### config.mk
export PLATFORM = sky130hd
export DESIGN_NAME = sw_debounce8_flat
export DESIGN_NICKNAME = d
export VERILOG_FILES = /design/src/rtl/sw_pkg.sv /design/src/rtl/sw_debounce8_if.sv /design/src/rtl/debounce_bit.sv /design/src/rtl/sw_debounce8.sv /design/src/flat_wrapper.sv
export SDC_FILE = /design/constraint.sdc
export NUM_CORES = 1
export LEC_CHECK = 0
export ABC_AREA = 1
export BUFFER_PORTS_ARGS = -buffer_cell sky130_fd_sc_hd__buf_2
export CORE_MARGIN = 2
export CORE_UTILIZATION = 35
export DETAILED_ROUTE_END_ITERATION = 7
export PLACE_DENSITY = 0.55
export SETUP_SLACK_MARGIN = 0.1
export SYNTH_ARGS = -nofsm -noshare
export SYNTH_HDL_FRONTEND = slang
export SYNTH_SLANG_ARGS = --single-unit
### constraint.sdc
create_clock -name clk -period 1.7 [get_ports clk]
set_input_delay 0 -clock clk [delete_from_list [all_inputs] [get_ports clk]]
set_output_delay 0 -clock clk [all_outputs]
set_load 0.02 [all_outputs]
### src/rtl/sw_pkg.sv
// Shared switch-vector types and defaults for the switch front end and the priority encoder.
package sw_pkg;

  localparam int unsigned N_SW                = 8;
  localparam int unsigned DEBOUNCE_CYCLES_DEF = 1_000_000;

  typedef logic [N_SW-1:0] sw_vec_t;

endpackage

### src/rtl/sw_debounce8_if.sv
// Switch-conditioning signal bundle: raw switches in, clean vector and status out.
// Optional rise/fall edge vectors exist only when SW_DEBOUNCE_EDGE_EN is defined.
interface sw_debounce8_if;
  import sw_pkg::*;

  sw_vec_t sw_in;
  sw_vec_t sw_out;
  logic    changed;
  logic    any_on;
`ifdef SW_DEBOUNCE_EDGE_EN
  sw_vec_t rise;
  sw_vec_t fall;

  modport master (output sw_in, input sw_out, changed, any_on, rise, fall);
  modport slave  (input sw_in, output sw_out, changed, any_on, rise, fall);
`else
  modport master (output sw_in, input sw_out, changed, any_on);
  modport slave  (input sw_in, output sw_out, changed, any_on);
`endif

endinterface

### src/rtl/debounce_bit.sv
// One switch channel: two-flop synchroniser, qualification counter and debounced level.
// flip is the strobe that is high in the cycle whose closing edge updates db.
module debounce_bit
  import sw_pkg::*;
#(
  parameter int unsigned DEBOUNCE_CYCLES = DEBOUNCE_CYCLES_DEF
) (
  input  logic clk,
  input  logic rst,
  input  logic raw,
  output logic db,
  output logic flip
);

  localparam int unsigned       CNT_W   = $clog2(DEBOUNCE_CYCLES);
  localparam logic [CNT_W-1:0] CNT_MAX = CNT_W'(DEBOUNCE_CYCLES - 1);

  logic             s1;
  logic             s2;
  logic [CNT_W-1:0] cnt;
  logic [CNT_W-1:0] cnt_nxt;

  // Any cycle where s2 agrees with db restarts the window; the counter saturates by flipping.
  always_comb begin
    cnt_nxt = '0;
    flip    = 1'b0;
    if (s2 != db) begin
      if (cnt == CNT_MAX) flip    = 1'b1;
      else                cnt_nxt = cnt + CNT_W'(1);
    end
  end

  always_ff @(posedge clk) begin
    if (rst) begin
      s1  <= 1'b0;
      s2  <= 1'b0;
      db  <= 1'b0;
      cnt <= '0;
    end else begin
      s1  <= raw;
      s2  <= s1;
      cnt <= cnt_nxt;
      if (flip) db <= s2;
    end
  end

endmodule

### src/rtl/sw_debounce8.sv
// Eight independent switch debouncers with change/any-on status for the 8-to-3 encoder.
// Define SW_DEBOUNCE_EDGE_EN to add registered per-bit rise/fall pulses.
module sw_debounce8
  import sw_pkg::*;
#(
  parameter int unsigned DEBOUNCE_CYCLES = DEBOUNCE_CYCLES_DEF
) (
  input  logic           clk,
  input  logic           rst,
  sw_debounce8_if.slave  bus
);

  sw_vec_t db;
  sw_vec_t flip;
  logic    changed_q;

  for (genvar i = 0; i < int'(N_SW); i++) begin : g_ch
    debounce_bit #(
      .DEBOUNCE_CYCLES (DEBOUNCE_CYCLES)
    ) u_bit (
      .clk  (clk),
      .rst  (rst),
      .raw  (bus.sw_in[i]),
      .db   (db[i]),
      .flip (flip[i])
    );
  end

  // Simultaneous flips on several channels collapse into one pulse.
  always_ff @(posedge clk) begin
    if (rst) changed_q <= 1'b0;
    else     changed_q <= |flip;
  end

  assign bus.sw_out  = db;
  assign bus.changed = changed_q;
  assign bus.any_on  = |db;

`ifdef SW_DEBOUNCE_EDGE_EN
  sw_vec_t rise_q;
  sw_vec_t fall_q;

  // db still holds the pre-flip level here, so it tells the direction.
  always_ff @(posedge clk) begin
    if (rst) begin
      rise_q <= '0;
      fall_q <= '0;
    end else begin
      rise_q <= flip & ~db;
      fall_q <= flip & db;
    end
  end

  assign bus.rise = rise_q;
  assign bus.fall = fall_q;
`endif

endmodule

### src/flat_wrapper.sv
// flat-port wrapper written by rule: the top's interface ports become plain ports
module sw_debounce8_flat import sw_pkg::*;
#(
  parameter int unsigned DEBOUNCE_CYCLES = DEBOUNCE_CYCLES_DEF
)
  (clk, rst, bus_sw_in, bus_sw_out, bus_changed, bus_any_on);
  sw_debounce8_if bus_i ();
  input  logic clk;
  input  logic rst;
  input wire logic [$bits(bus_i.sw_in)-1:0] bus_sw_in;
  output wire logic [$bits(bus_i.sw_out)-1:0] bus_sw_out;
  output wire logic [$bits(bus_i.changed)-1:0] bus_changed;
  output wire logic [$bits(bus_i.any_on)-1:0] bus_any_on;
  assign bus_i.sw_in = bus_sw_in;
  assign bus_sw_out = bus_i.sw_out;
  assign bus_changed = bus_i.changed;
  assign bus_any_on = bus_i.any_on;
  sw_debounce8 #(.DEBOUNCE_CYCLES(DEBOUNCE_CYCLES)) u_core (.clk(clk), .rst(rst), .bus(bus_i));
endmodule
## Yosys cells after proc, flatten, opt, wreduce, memory -nomap -nowiden

Cells that the tools add are included.

| cells by class | value |
|---|---|
| equality and inequality tests | 16 |
| add/sub/neg operators | 8 |
| bitwise operators | 8 |
| multiplexer cells | 16 |
| reduce and logical (&&, ||, !) cells | 10 |

Operators by type and width:

| kind | count |
|---|---|
| $add 20x1->20 const B | 8 |
| $eq 20x20->1 const B | 8 |
| $reduce_or 3->1 | 8 |
| $mux 1 | 16 |
| $reduce_or 8->1 | 2 |
| $ne 1x1->1 | 8 |
| $not 1->1 | 8 |

| storage, ports and cells | value |
|---|---|
| input bits | 10 |
| register bits after elaboration | 185 |
| word-level logic and storage cells | 91 |

## Logic depth before layout (Yosys ltp)

Gate-level depths: netlist (run 1).

| logic depth | value |
|---|---|
| depth in word-level cells | 4 |
| depth in mapped cells | 10 |
| gate-level depth less buffers | 9 |

## By module

From an unflattened synthesis (run 1), not the netlist that was laid out.

| unflattened totals | value |
|---|---|
| cell total of the unflattened synthesis | 1270 |
| area total of the unflattened synthesis | 9420.3 um^2 |

By module, submodules not included:

| module | cells an instance | area each (um^2) | instances |
|---|---|---|---|
| debounce_bit | 157 | 1168.6 | 8 |
| sw_debounce8 | 14 | 71.3 | 1 |

## Least setup slack after synthesis (run 1)

Ideal clock, no wire load.

| timing path | value |
|---|---|
| kind | reg-to-reg |
| from | reg u_core.g_ch[2].u_bit.cnt[0] |
| to | reg u_core.g_ch[2].u_bit.cnt[10] |
| arrival | 1.310 ns |
| stages on the path, launching flop included | 10 |
| data required time | 1.578 ns |
| library setup time | 0.122 ns |
| clock period less this slack | 1.432 ns |
| path slack | 0.268 ns |
| buffers on the path | 1 |
| path through | dfxtp_1 > ha_1 > nand2_1 > inv_1 > nand2_1 > nor2_2 > nand2_1 > nand3_4 > buf_6 > nor3_1 |

| between the ends | value |
|---|---|
| cells in the longest elaborated chain, start to end | 2 |
| elaborated cells between the ends (all ways) | 3 |
| classes of those cells | add/sub: 1; eq/ne: 1; reduce/logical: 1 |

RTL lines:

| what | line | text |
|---|---|---|
| start, declared | debounce_bit.sv:20 | `logic [CNT_W-1:0] cnt;` |
| start signal, assigned | debounce_bit.sv:42 | `cnt <= cnt_nxt;` |
| parallel branches: the longest is 2 deep, another holds $add 20x1->20 | - |  |

Several ways; the timed one is not identified.
A chain may end at the register's enable or synchronous reset.

## Final worst setup path (run 1)

| timing path | value |
|---|---|
| from | reg u_core.g_ch[4].u_bit.cnt[0] |
| to | reg u_core.g_ch[4].u_bit.cnt[14] |

| between the ends | value |
|---|---|
| cells in the longest elaborated chain, start to end | 2 |
| elaborated cells between the ends (all ways) | 3 |
| classes of those cells | add/sub: 1; eq/ne: 1; reduce/logical: 1 |

RTL lines:

| what | line |
|---|---|
| start, declared | debounce_bit.sv:20 |
| start signal, assigned | debounce_bit.sv:42 |
| parallel branches: the longest is 2 deep, another holds $add 20x1->20 | - |

Several ways; the timed one is not identified.

==> results of run 1 <==
routing by layer:
metal  vias up  part of all wire  track usage
met3        11             0.025       0.0326
met1      3457              0.50        0.188
met5         -                 0            0
met4         0             0.011       0.0327
li1       4045                 -            -
met2        66              0.46        0.227
metrics by stage:
step / cells / cell area [sq um] / hold WS [ns]
floorplan: 1228 / 8980 / 0.107
global placement: 1570 / 9490 / 0.219
detailed placement: 1570 / 9490 / 0.221
CTS: 1611 / 10300 / 0.0635
global route: 1628 / 10700 / 0.0921
finish: 1628 / 10700 / 0.0690
logic make-up after synthesis:
group / Yosys count
AOI/OAI and AO/OA: 96
adders and majority gates: 8
buffers and inverters: 199
DFF: 185
and+or+nand+nor: 684
xor gates and xnor gates: 56
synth_stat cells (14+ instances only):
library cell  number
nand2_1          212
buf_4             17
inv_1            162
xor2_1            40
xnor2_1           16
nor2_2            20
a21oi_1           58
dfxtp_1          185
nor3_1            63
nand4_1           37
nor2_1           195
o21ai_0           18
nor3b_1           14
nand3_1           64
final cells by class:
cell class	count	area [sq um]
Fill cell	2477	14400
Multi-Input combinational cell	845	4760
Sequential cell	185	3730
Inverter	174	653
Timing Repair Buffer	63	537
Clock buffer	19	433
Tap cell	330	413
Clock inverter	12	224
flip-flops by register name (all words and copies together), names as in the netlist:
name,flops
u_core.g_ch.u_bit.cnt,160
u_core.g_ch.u_bit.db,8
u_core.g_ch.u_bit.s1,8
u_core.g_ch.u_bit.s2,8
u_core.bus.changed,1
final timing paths:
check | end | slack [ns] | from
worst max-delay path | u_core.g_ch[4].u_bit.cnt[14] | 0.15 | u_core.g_ch[4].u_bit.cnt[0]
worst min-delay path | u_core.g_ch[0].u_bit.s1 | 0.07 | rst
worst min register to register | u_core.g_ch[3].u_bit.s2 | 0.40 | u_core.g_ch[3].u_bit.s1
worst max register to register | u_core.g_ch[4].u_bit.cnt[14] | 0.15 | u_core.g_ch[4].u_bit.cnt[0]
critical path, cell delays in order (launching register included):
cell	delay, ns
dfxtp_2	0.36
ha_4	0.14
nand2_2	0.07
nor2_4	0.21
nand2_4	0.09
nor2_4	0.15
nand2_4	0.08
buf_4	0.15
o21ai_0	0.14
a21oi_1	0.05
where the power goes:
part	switching (W)	internal, W
combinational	0.0000902	0.0000641
sequential	0.0000135	0.00435
clock	0.00166	0.00275
timing repair:
item                                    4_1_cts  5_1_grt
buffers inserted                              2       12
gates cloned                                  0        5
resized for setup                             3       86
hold endpoints to repair                      8        0
pin swaps                                     1       19
hold buffers                                  8        0
endpoints found under the setup margin       38      136
==> results.ini, run 1 <==
[run_status]
status=completed

[synthesis]
synth_cell_types=40
synth_largest_area_cell=dfxtp_1
synthFlopType=dfxtp_1
synth_area_sq_mm=0.00898
netlist.area_leader.share=0.412
yosysWarnings=0
syn_avg_cell_area_sq_um=7.32
synth_nets=1246
synth_cells=1228
yosysSeqAreaShare=0.412
yosys.area_share.adder=0.0111
yosys_register_bits=185
synth_edf_count=0
synth_compound_area_frac=0.0568
synth_xor_area_frac=0.0546
synth_top_family_by_area=simple AND/OR/NAND/NOR gates
async_reset_ff_frac=0
synthSimpleGateAreaFrac=0.374
yosys-top-cells-area=dfxtp_1, nand2_1, nor2_1
synth_mux_area_frac=0

[setup_path]
r2r_cells=9
critPathKind=flop to flop
cp.arrival_ns=1.86
cp-end-kind=flop
required_ns=2.01
start_kind=flop
critical_path_peak_fanout=6

[timing]
drv_slew=0
fmax_mhz=646
hold_viol_final=0
period_needed_ns=1.55
final.setup.worst_slack_ns=0.153
setup_viol=0
period_share=0.910
tns_ns=0
fin_worst_skew_ns=0.0107
rsz0062_at_grt=true
tightestPinTransition_ns=0.614
max_slew_margin=0.589

[placement]
post-place-ws_ns=0.0614
port-buffer-count=19
place.gp.congestion=0.810
dp_hpwl_microns=13200

[route]
drc=0
routed_wl_microns=18700
first_iter_violations=417
wl_per_cell_microns=11.5
viasPerCell=4.66
firstDrtPassIters=5
vias=7579
ant_nets=0

[finish]
syn_to_final_growth_pct=19.6
mostFrequentLayoutCells=nand2_1, nor2_1, dfxtp_1
final_nets=1304
antenna_cells=0
final_common_cell=nand2_1
drive_above_1_share=0.177
final_util=0.427

[power]
ir_worst_vdd_v=0.000684
powerDensity_mw_per_mm2=832
design_power_total_w=0.00894
leakage_nw=3.76

[clocking]
path_clk_slew_ns=0.07
cts_buffers=17
cts.sinks=185
cts_max_level=4
cts_root_buffer=clkbuf_16
cts_tree=built
clock_path_buffers=2
clock_latency_ns=0.43

[die]
ios=20
fp.dieW_microns=164
die_h_microns=164
core_area_sq_mm=0.0252
rows=58
dieArea_sq_mm=0.0270
initial_core_util=0.357

[grt]
track_usage=0.140
grt_remaining_overflow=0
grt_pass1_wl_microns=31000
grt_pass1_vias=6850
antenna_found_initial=0
grt_max_degree=25

[run]
maxCapViolCount=0

[min_path]
worstHoldPathType=input port to flop
whs_path_depth=3

Power figures use the tool's default switching activity.
==> run 2: changes to the inputs <==
- ABC_AREA: 1 -> default
- SLEW_MARGIN: default -> 10
==> run 2 against run 1 <==
  * The run now ends with negative setup slack left
  * Clock skew down 0.0030 ns
  * First-iteration DRC count down 40%
  * Sequential share of layout area up 1.8 points
  * Cell area down 4.9%
  * Critical path depth down 4
  * Worst setup slack worse by 0.35 ns
  * Cell count down 20%
  * Die area down 12%
  * Wire length down 16%
  * Worst hold slack worse by 0.0072 ns
  * Non-clock buffer count up 62
  * Largest power group is now registers
  * Highest routed layer unchanged
==> results.ini, run 2 <==
[clocking]
clock_latency_ns=0.43  ; about the same
cts_max_level=4  ; unchanged
cts_tree=built  ; unchanged
cts_buffers=17  ; unchanged
clock_path_buffers=2  ; unchanged
cts.sinks=185  ; unchanged
cts_root_buffer=clkbuf_16  ; unchanged
path_clk_slew_ns=0.07  ; about the same

[synthesis]
synth_nets=907  ; was 1246
synth_common_cells=nor2_1, dfxtp_1, xnor2_1  ; was nand2_1, nor2_1, dfxtp_1
yosys-top-cells-area=dfxtp_1, xnor2_1, nor2_1  ; was dfxtp_1, nand2_1, nor2_1
synth_cell_types=41  ; was 40
yosys_register_bits=185  ; unchanged
synth_edf_count=0  ; unchanged
syn_avg_cell_area_sq_um=8.83  ; was 7.32 sq um
synth_cells=889  ; was 1228
netlist.area_leader.share=0.472  ; was 0.412
synth_largest_area_cell=dfxtp_1  ; unchanged
yosysSeqAreaShare=0.472  ; was 0.412
async_reset_ff_frac=0  ; unchanged
synth_area_sq_mm=0.00785  ; was 0.00898 sq mm
synthFlopType=dfxtp_1  ; unchanged
yosysWarnings=0  ; unchanged
yosysMostFrequentCell=nor2_1  ; was nand2_1

[finish]
final_common_cell=nor2_1  ; was nand2_1
mostFrequentLayoutCells=nor2_1, dfxtp_1, xnor2_1  ; was nand2_1, nor2_1, dfxtp_1
top_register=u_core.g_ch.u_bit.cnt  ; unchanged
drive_above_1_share=0.244  ; was 0.177
antenna_cells=0  ; unchanged
ff_latch_area_sq_mm=0.00373  ; about the same
final_cells=1300  ; was 1628
multiInputGateArea_sq_mm=0.00435  ; was 0.00476 sq mm
final_nets=1025  ; was 1304
largest_reg_flops=160  ; unchanged
final_util=0.467  ; was 0.427
syn_to_final_growth_pct=30.3  ; was 19.6%
fillers=2130  ; was 2477

[setup_path]
cp.arrival_ns=2.22  ; was 1.86 ns
critical_path_peak_fanout=5  ; was 6
start_kind=flop  ; unchanged
required_ns=2.03  ; was 2.01 ns
cp_top_family=simple AND/OR/NAND/NOR gates  ; unchanged
path_buf_inv=0  ; was 1
cp-end-kind=flop  ; unchanged
worstPathCellList=or4bb_1 > or4_4 > nor2_4 > or3_4 > nor2_1  ; was ha_4 > nand2_2 > nor2_4 > nand2_4 > nor2_4 > nand2_4 > buf_4 > o21ai_0 > a21oi_1
slowest_stage=or4_4  ; was dfxtp_2
slowest_delay_ns=0.55  ; was 0.36 ns
critPathKind=flop to flop  ; unchanged

[die]
fp.dieW_microns=154  ; was 164 microns
core_area_sq_mm=0.0219  ; was 0.0252 sq mm
ios=20  ; unchanged
initial_core_util=0.358  ; was 0.357
die_h_microns=154  ; was 164 microns
dieArea_sq_mm=0.0236  ; was 0.0270 sq mm
rows=54  ; was 58

[run_status]
status=complete, but fails checks  ; was completed
violations=negative setup slack

[grt]
grt_remaining_overflow=0  ; unchanged
antenna_found_initial=1  ; was 0
grt_max_degree=31  ; was 25
grt_pass1_vias=5827  ; was 6850
track_usage=0.134  ; was 0.140
grt_pass1_wl_microns=26200  ; was 31000 microns

[route]
vias=6097  ; was 7579
wl_per_cell_microns=12.1  ; was 11.5 microns
routed_wl_microns=15800  ; was 18700 microns
ant_nets=0  ; unchanged
firstDrtPassIters=4  ; was 5
first_iter_violations=250  ; was 417
drc=0  ; unchanged
viasPerCell=4.69  ; was 4.66

[power]
comb_power_share=0.017  ; about the same
leakage_nw=3.40  ; was 3.76 nW
p_sw_w=0.00175  ; was 0.00177 W
p_clk_frac=0.486  ; was 0.494
powerDensity_mw_per_mm2=860  ; was 832 mW/mm^2
switching_share=0.199  ; was 0.198
internal_power_w=0.00704  ; was 0.00717 W
power_frac_seq=0.497  ; was 0.489
ir_worst_vdd_v=0.000672  ; was 0.000684 V

[timing]
drv_slew=0  ; unchanged
setup_viol=23  ; was 0
period_share=1.12  ; was 0.910
max_slew_margin=0.606  ; was 0.589
tightestPinTransition_ns=0.591  ; was 0.614 ns
period_needed_ns=1.90  ; was 1.55 ns
hold-worst-slack_ns=0.0619  ; was 0.0690 ns
fmax_mhz=527  ; was 646 MHz
rsz0062_at_grt=true  ; unchanged
final.setup.worst_slack_ns=-0.196  ; was 0.153 ns
hold_viol_final=0  ; unchanged
fin_worst_skew_ns=0.00775  ; was 0.0107 ns

[placement]
port-buffer-count=19  ; unchanged
place.gp.congestion=0.753  ; was 0.810
dp_hpwl_microns=10100  ; was 13200 microns
dp.cells=1245  ; was 1570

[min_path]
worstHoldPathType=input port to flop  ; unchanged

[run]
maxCapViolCount=0  ; unchanged

## run 2: cell types whose count changed after synthesis, moves of 22 or more
| cell | delta |
|---|---|
| inv_1 | -136 |
| nor3_1 | -32 |
| a21oi_1 | -53 |
| xnor2_1 | +74 |
| xor2_1 | +22 |
| nand2_1 | -163 |
## run 2: per-stage QoR
step	setup TNS (ns)	power, W	setup slack, ns	cell area (sq um)
final	-4.09	0.00879	-0.196	10200
after global routing	-7.65	0.00910	-0.252	10200
after CTS	-3.30	0.00890	-0.175	9820
after detailed placement	-5.12	0.00458	-0.222	8880
after global placement	-4.88	0.00458	-0.187	8880
after floorplan	-2.77	0.00453	-0.142	7910
## run 2: final timing paths
path,start,end,slack (ns),depth (start not counted)
worst max-delay path,u_core.g_ch[5].u_bit.cnt[12],u_core.g_ch[5].u_bit.cnt[13],-0.20,5
worst min-delay path,rst,u_core.g_ch[7].u_bit.db,0.06,2
worst min register to register,u_core.g_ch[2].u_bit.cnt[0],u_core.g_ch[2].u_bit.cnt[0],0.41,1
worst max register to register,u_core.g_ch[5].u_bit.cnt[12],u_core.g_ch[5].u_bit.cnt[13],-0.20,5
## run 2: area by class of cell
| cell class | count | area share |
|---|---|---|
| multi-input cells | 652 | 0.426 |
| flip-flops and latches | 185 | 0.365 |
| repair buffers | 125 | 0.102 |
| clock buffers | 21 | 0.0470 |
| well taps | 280 | 0.0343 |
| clock inverters | 11 | 0.0164 |
| inverters | 26 | 0.00954 |
## run 2: what timing repair did
item / CTS / global route
resized for setup: 33 / 82
cloned: 4 / 2
pin swaps: 10 / 19
endpoints found under the setup margin: 165 / 159
buffers inserted: 3 / 6
endpoints found under the hold margin: 8 / 0
hold buffers: 8 / 0
## run 2: power by group through the flow
| stage | clock (W) | sequential [W] | combinational, W |
|---|---|---|---|
| floorplan | 0 | 0.00446 | 0.0000670 |
| global placement | 0 | 0.00447 | 0.000112 |
| detailed placement | 0 | 0.00447 | 0.000112 |
| CTS | 0.00440 | 0.00437 | 0.000139 |
| global route | 0.00457 | 0.00437 | 0.000165 |
| finish | 0.00427 | 0.00437 | 0.000150 |
## run 2: cell families after synthesis
group | share of synthesized area
and+or+nand+nor | 0.300
adders and majority gates | 0.0128
AOI/OAI and AO/OA | 0.00797
muxes | 0.00510
xor gates and xnor gates | 0.170
buffers and inverters | 0.0324
DFF | 0.472
## run 2: worst register-to-register path, delay by kind of cell, from the launching register on
kind	cells	cell delay [ns]
AND/OR/NAND/NOR	5	1.48
flip-flops	1	0.31
## run 2: routing by layer
layer  GRT usage  up-vias  share of wire
li1            -     3207              -
met1       0.177     2811           0.50
met2       0.213       59           0.46
met3      0.0338       20          0.026
met4      0.0502        0          0.016
met5           0        -              0
==> run 3: changes to the inputs <==
--- a/constraint.sdc
+++ b/constraint.sdc
@@ -3,2 +3,2 @@
 set_output_delay 0 -clock clk [all_outputs]
-set_load 0.02 [all_outputs]
+set_load 0.05 [all_outputs]
==> run 3 against run 2 <==
  * The run still ends with negative setup slack left
  * First-iteration DRC count grew 0.80%
  * Register-to-register slack hardly changed
  * Utilization is 0.13 points lower
  * Flip-flop and latch count stayed put
  * Clock skew hardly changed
  * Count of clock-buffer cells in the layout unchanged
  * Via count decreased by 0.30%
  * Non-clock buffer count down 1
  * Total power about the same
  * Cell count is essentially flat
  * Clock power about the same
  * Critical path type unchanged
==> results.ini, run 3 (synthesis gave the netlist of run 2 again) <==
[run_status]
status=complete, but fails checks  ; unchanged
violations=negative setup slack  ; unchanged

[finish]
final_common_cell=nor2_1  ; unchanged
multiInputGateArea_sq_mm=0.00434  ; was 0.00435 sq mm
mostFrequentLayoutCells=nor2_1, dfxtp_1, xnor2_1  ; unchanged
largest_reg_flops=160  ; unchanged
syn_to_final_growth_pct=29.9  ; was 30.3%
final_nets=1024  ; was 1025
antenna_cells=0  ; unchanged
drive_above_1_share=0.241  ; was 0.244
top_register=u_core.g_ch.u_bit.cnt  ; unchanged
ff_latch_area_sq_mm=0.00373  ; about the same
fillers=2130  ; unchanged

[setup_path]
slowest_delay_ns=0.55  ; about the same
worstPathCellList=or4bb_1 > or4_4 > nor2_4 > or3_4 > nor2_1  ; unchanged
critical_path_peak_fanout=5  ; unchanged
cp.arrival_ns=2.22  ; about the same
cp-end-kind=flop  ; unchanged
cp_top_family=simple AND/OR/NAND/NOR gates  ; unchanged
critPathKind=flop to flop  ; unchanged
path_buf_inv=0  ; unchanged
start_kind=flop  ; unchanged
slowest_stage=or4_4  ; unchanged
required_ns=2.02  ; was 2.03 ns

[grt]
grt_pass1_wl_microns=26200  ; unchanged
grt_remaining_overflow=0  ; unchanged
grt_max_degree=31  ; unchanged
antenna_found_initial=1  ; unchanged
track_usage=0.134  ; unchanged
grt_pass1_vias=5827  ; unchanged

[power]
design_power_total_w=0.00879  ; about the same
ir_worst_vdd_v=0.000667  ; was 0.000672 V
leakage_nw=3.39  ; was 3.40 nW
powerDensity_mw_per_mm2=862  ; was 860 mW/mm^2

[route]
viasPerCell=4.68  ; was 4.69
first_iter_violations=252  ; was 250
wl_per_cell_microns=12.1  ; about the same
vias=6079  ; was 6097
ant_nets=0  ; unchanged
drc=0  ; unchanged
routed_wl_microns=15700  ; was 15800 microns
firstDrtPassIters=4  ; unchanged

[timing]
setup_viol=23  ; unchanged
final.setup.worst_slack_ns=-0.196  ; about the same
tightestPinTransition_ns=0.571  ; was 0.591 ns
hold_viol_final=0  ; unchanged
max_slew_margin=0.620  ; was 0.606
rsz0062_at_grt=true  ; unchanged
drv_slew=0  ; unchanged
period_share=1.12  ; about the same
period_needed_ns=1.90  ; about the same
fmax_mhz=528  ; was 527 MHz
fin_worst_skew_ns=0.00755  ; was 0.00775 ns

[clocking]
cts_tree=built  ; unchanged
cts_max_level=4  ; unchanged
cts_root_buffer=clkbuf_16  ; unchanged
path_clk_slew_ns=0.07  ; about the same
cts_buffers=17  ; unchanged
clock_path_buffers=2  ; unchanged
clock_latency_ns=0.43  ; about the same
cts.sinks=185  ; unchanged

[placement]
dp_hpwl_microns=10100  ; unchanged
port-buffer-count=19  ; unchanged
post-place-ws_ns=-0.222  ; unchanged
place.gp.congestion=0.753  ; unchanged

[die]
rows=54  ; unchanged
core_area_sq_mm=0.0219  ; unchanged
die_h_microns=154  ; unchanged
fp.dieW_microns=154  ; unchanged
ios=20  ; unchanged
initial_core_util=0.358  ; unchanged
dieArea_sq_mm=0.0236  ; unchanged

[min_path]
worstHoldPathType=input port to flop  ; unchanged

[run]
maxCapViolCount=0  ; unchanged

-- run 3: cell count changes in the layout (fill, tap and decap cells not counted), moves of 2 or more --
cell and delta:
nor2_4 -4, dfxtp_1 +2, dfxtp_2 -2, nor2_1 +2
nor2_2 +2
-- run 3: through the flow --
step / util / setup TNS (ns) / hold WS, ns / std cells / cell area, sq um
floorplan: - / -2.77 / 0.128 / 889 / 7910
global placement: 0.406 / -4.88 / 0.213 / 1245 / 8880
detailed placement: 0.406 / -5.12 / 0.212 / 1245 / 8880
CTS: 0.449 / -3.30 / 0.0446 / 1292 / 9820
global route: 0.466 / -7.76 / 0.0786 / 1299 / 10200
finish: 0.466 / -4.09 / 0.0541 / 1299 / 10200
-- run 3: what timing repair did --
action,CTS,global route
endpoints found under the setup margin,165,159
resized for setup,33,80
setup buffers,3,6
gates cloned,4,1
hold buffers,8,0
endpoints found under the hold margin,8,0
pin swaps,10,19
-- run 3: layer usage --
| layer | global-route usage | share of wire | vias to the layer above |
|---|---|---|---|
| met2 | 0.213 | 0.45 | 58 |
| met1 | 0.177 | 0.50 | 2793 |
| li1 | - | - | 3204 |
| met3 | 0.0338 | 0.027 | 24 |
| met5 | 0 | 0 | - |
| met4 | 0.0502 | 0.018 | 0 |
-- run 3: final timing paths --
path	from	endpoint	slack, ns	depth (start not counted)
max	u_core.g_ch[5].u_bit.cnt[12]	u_core.g_ch[5].u_bit.cnt[13]	-0.20	5
min	rst	u_core.g_ch[7].u_bit.db	0.05	2
max reg2reg	u_core.g_ch[5].u_bit.cnt[12]	u_core.g_ch[5].u_bit.cnt[13]	-0.20	5
min reg2reg	u_core.g_ch[2].u_bit.cnt[0]	u_core.g_ch[2].u_bit.cnt[0]	0.41	1
-- run 3: area by class of cell --
class	count	area share
clock inverter	11	0.0164
timing repair buffer	124	0.101
multi-input combinational	652	0.426
tap	280	0.0344
inverter	26	0.00957
clock buffer	21	0.0471
sequential	185	0.366
-- run 3: worst register-to-register path, cell delays in order (launching register included) --
cell	delay [ns]
dfxtp_1	0.31
or4bb_1	0.49
or4_4	0.55
nor2_4	0.18
or3_4	0.20
nor2_1	0.06
-- run 3: report_power, final --
| group | internal, W | switching (W) | total (W) |
|---|---|---|---|
| logic | 0.0000715 | 0.0000737 | 0.000145 |
| registers | 0.00436 | 0.0000119 | 0.00437 |
| clock network | 0.00262 | 0.00166 | 0.00427 |
| total | 0.00704 | 0.00174 | 0.00879 |
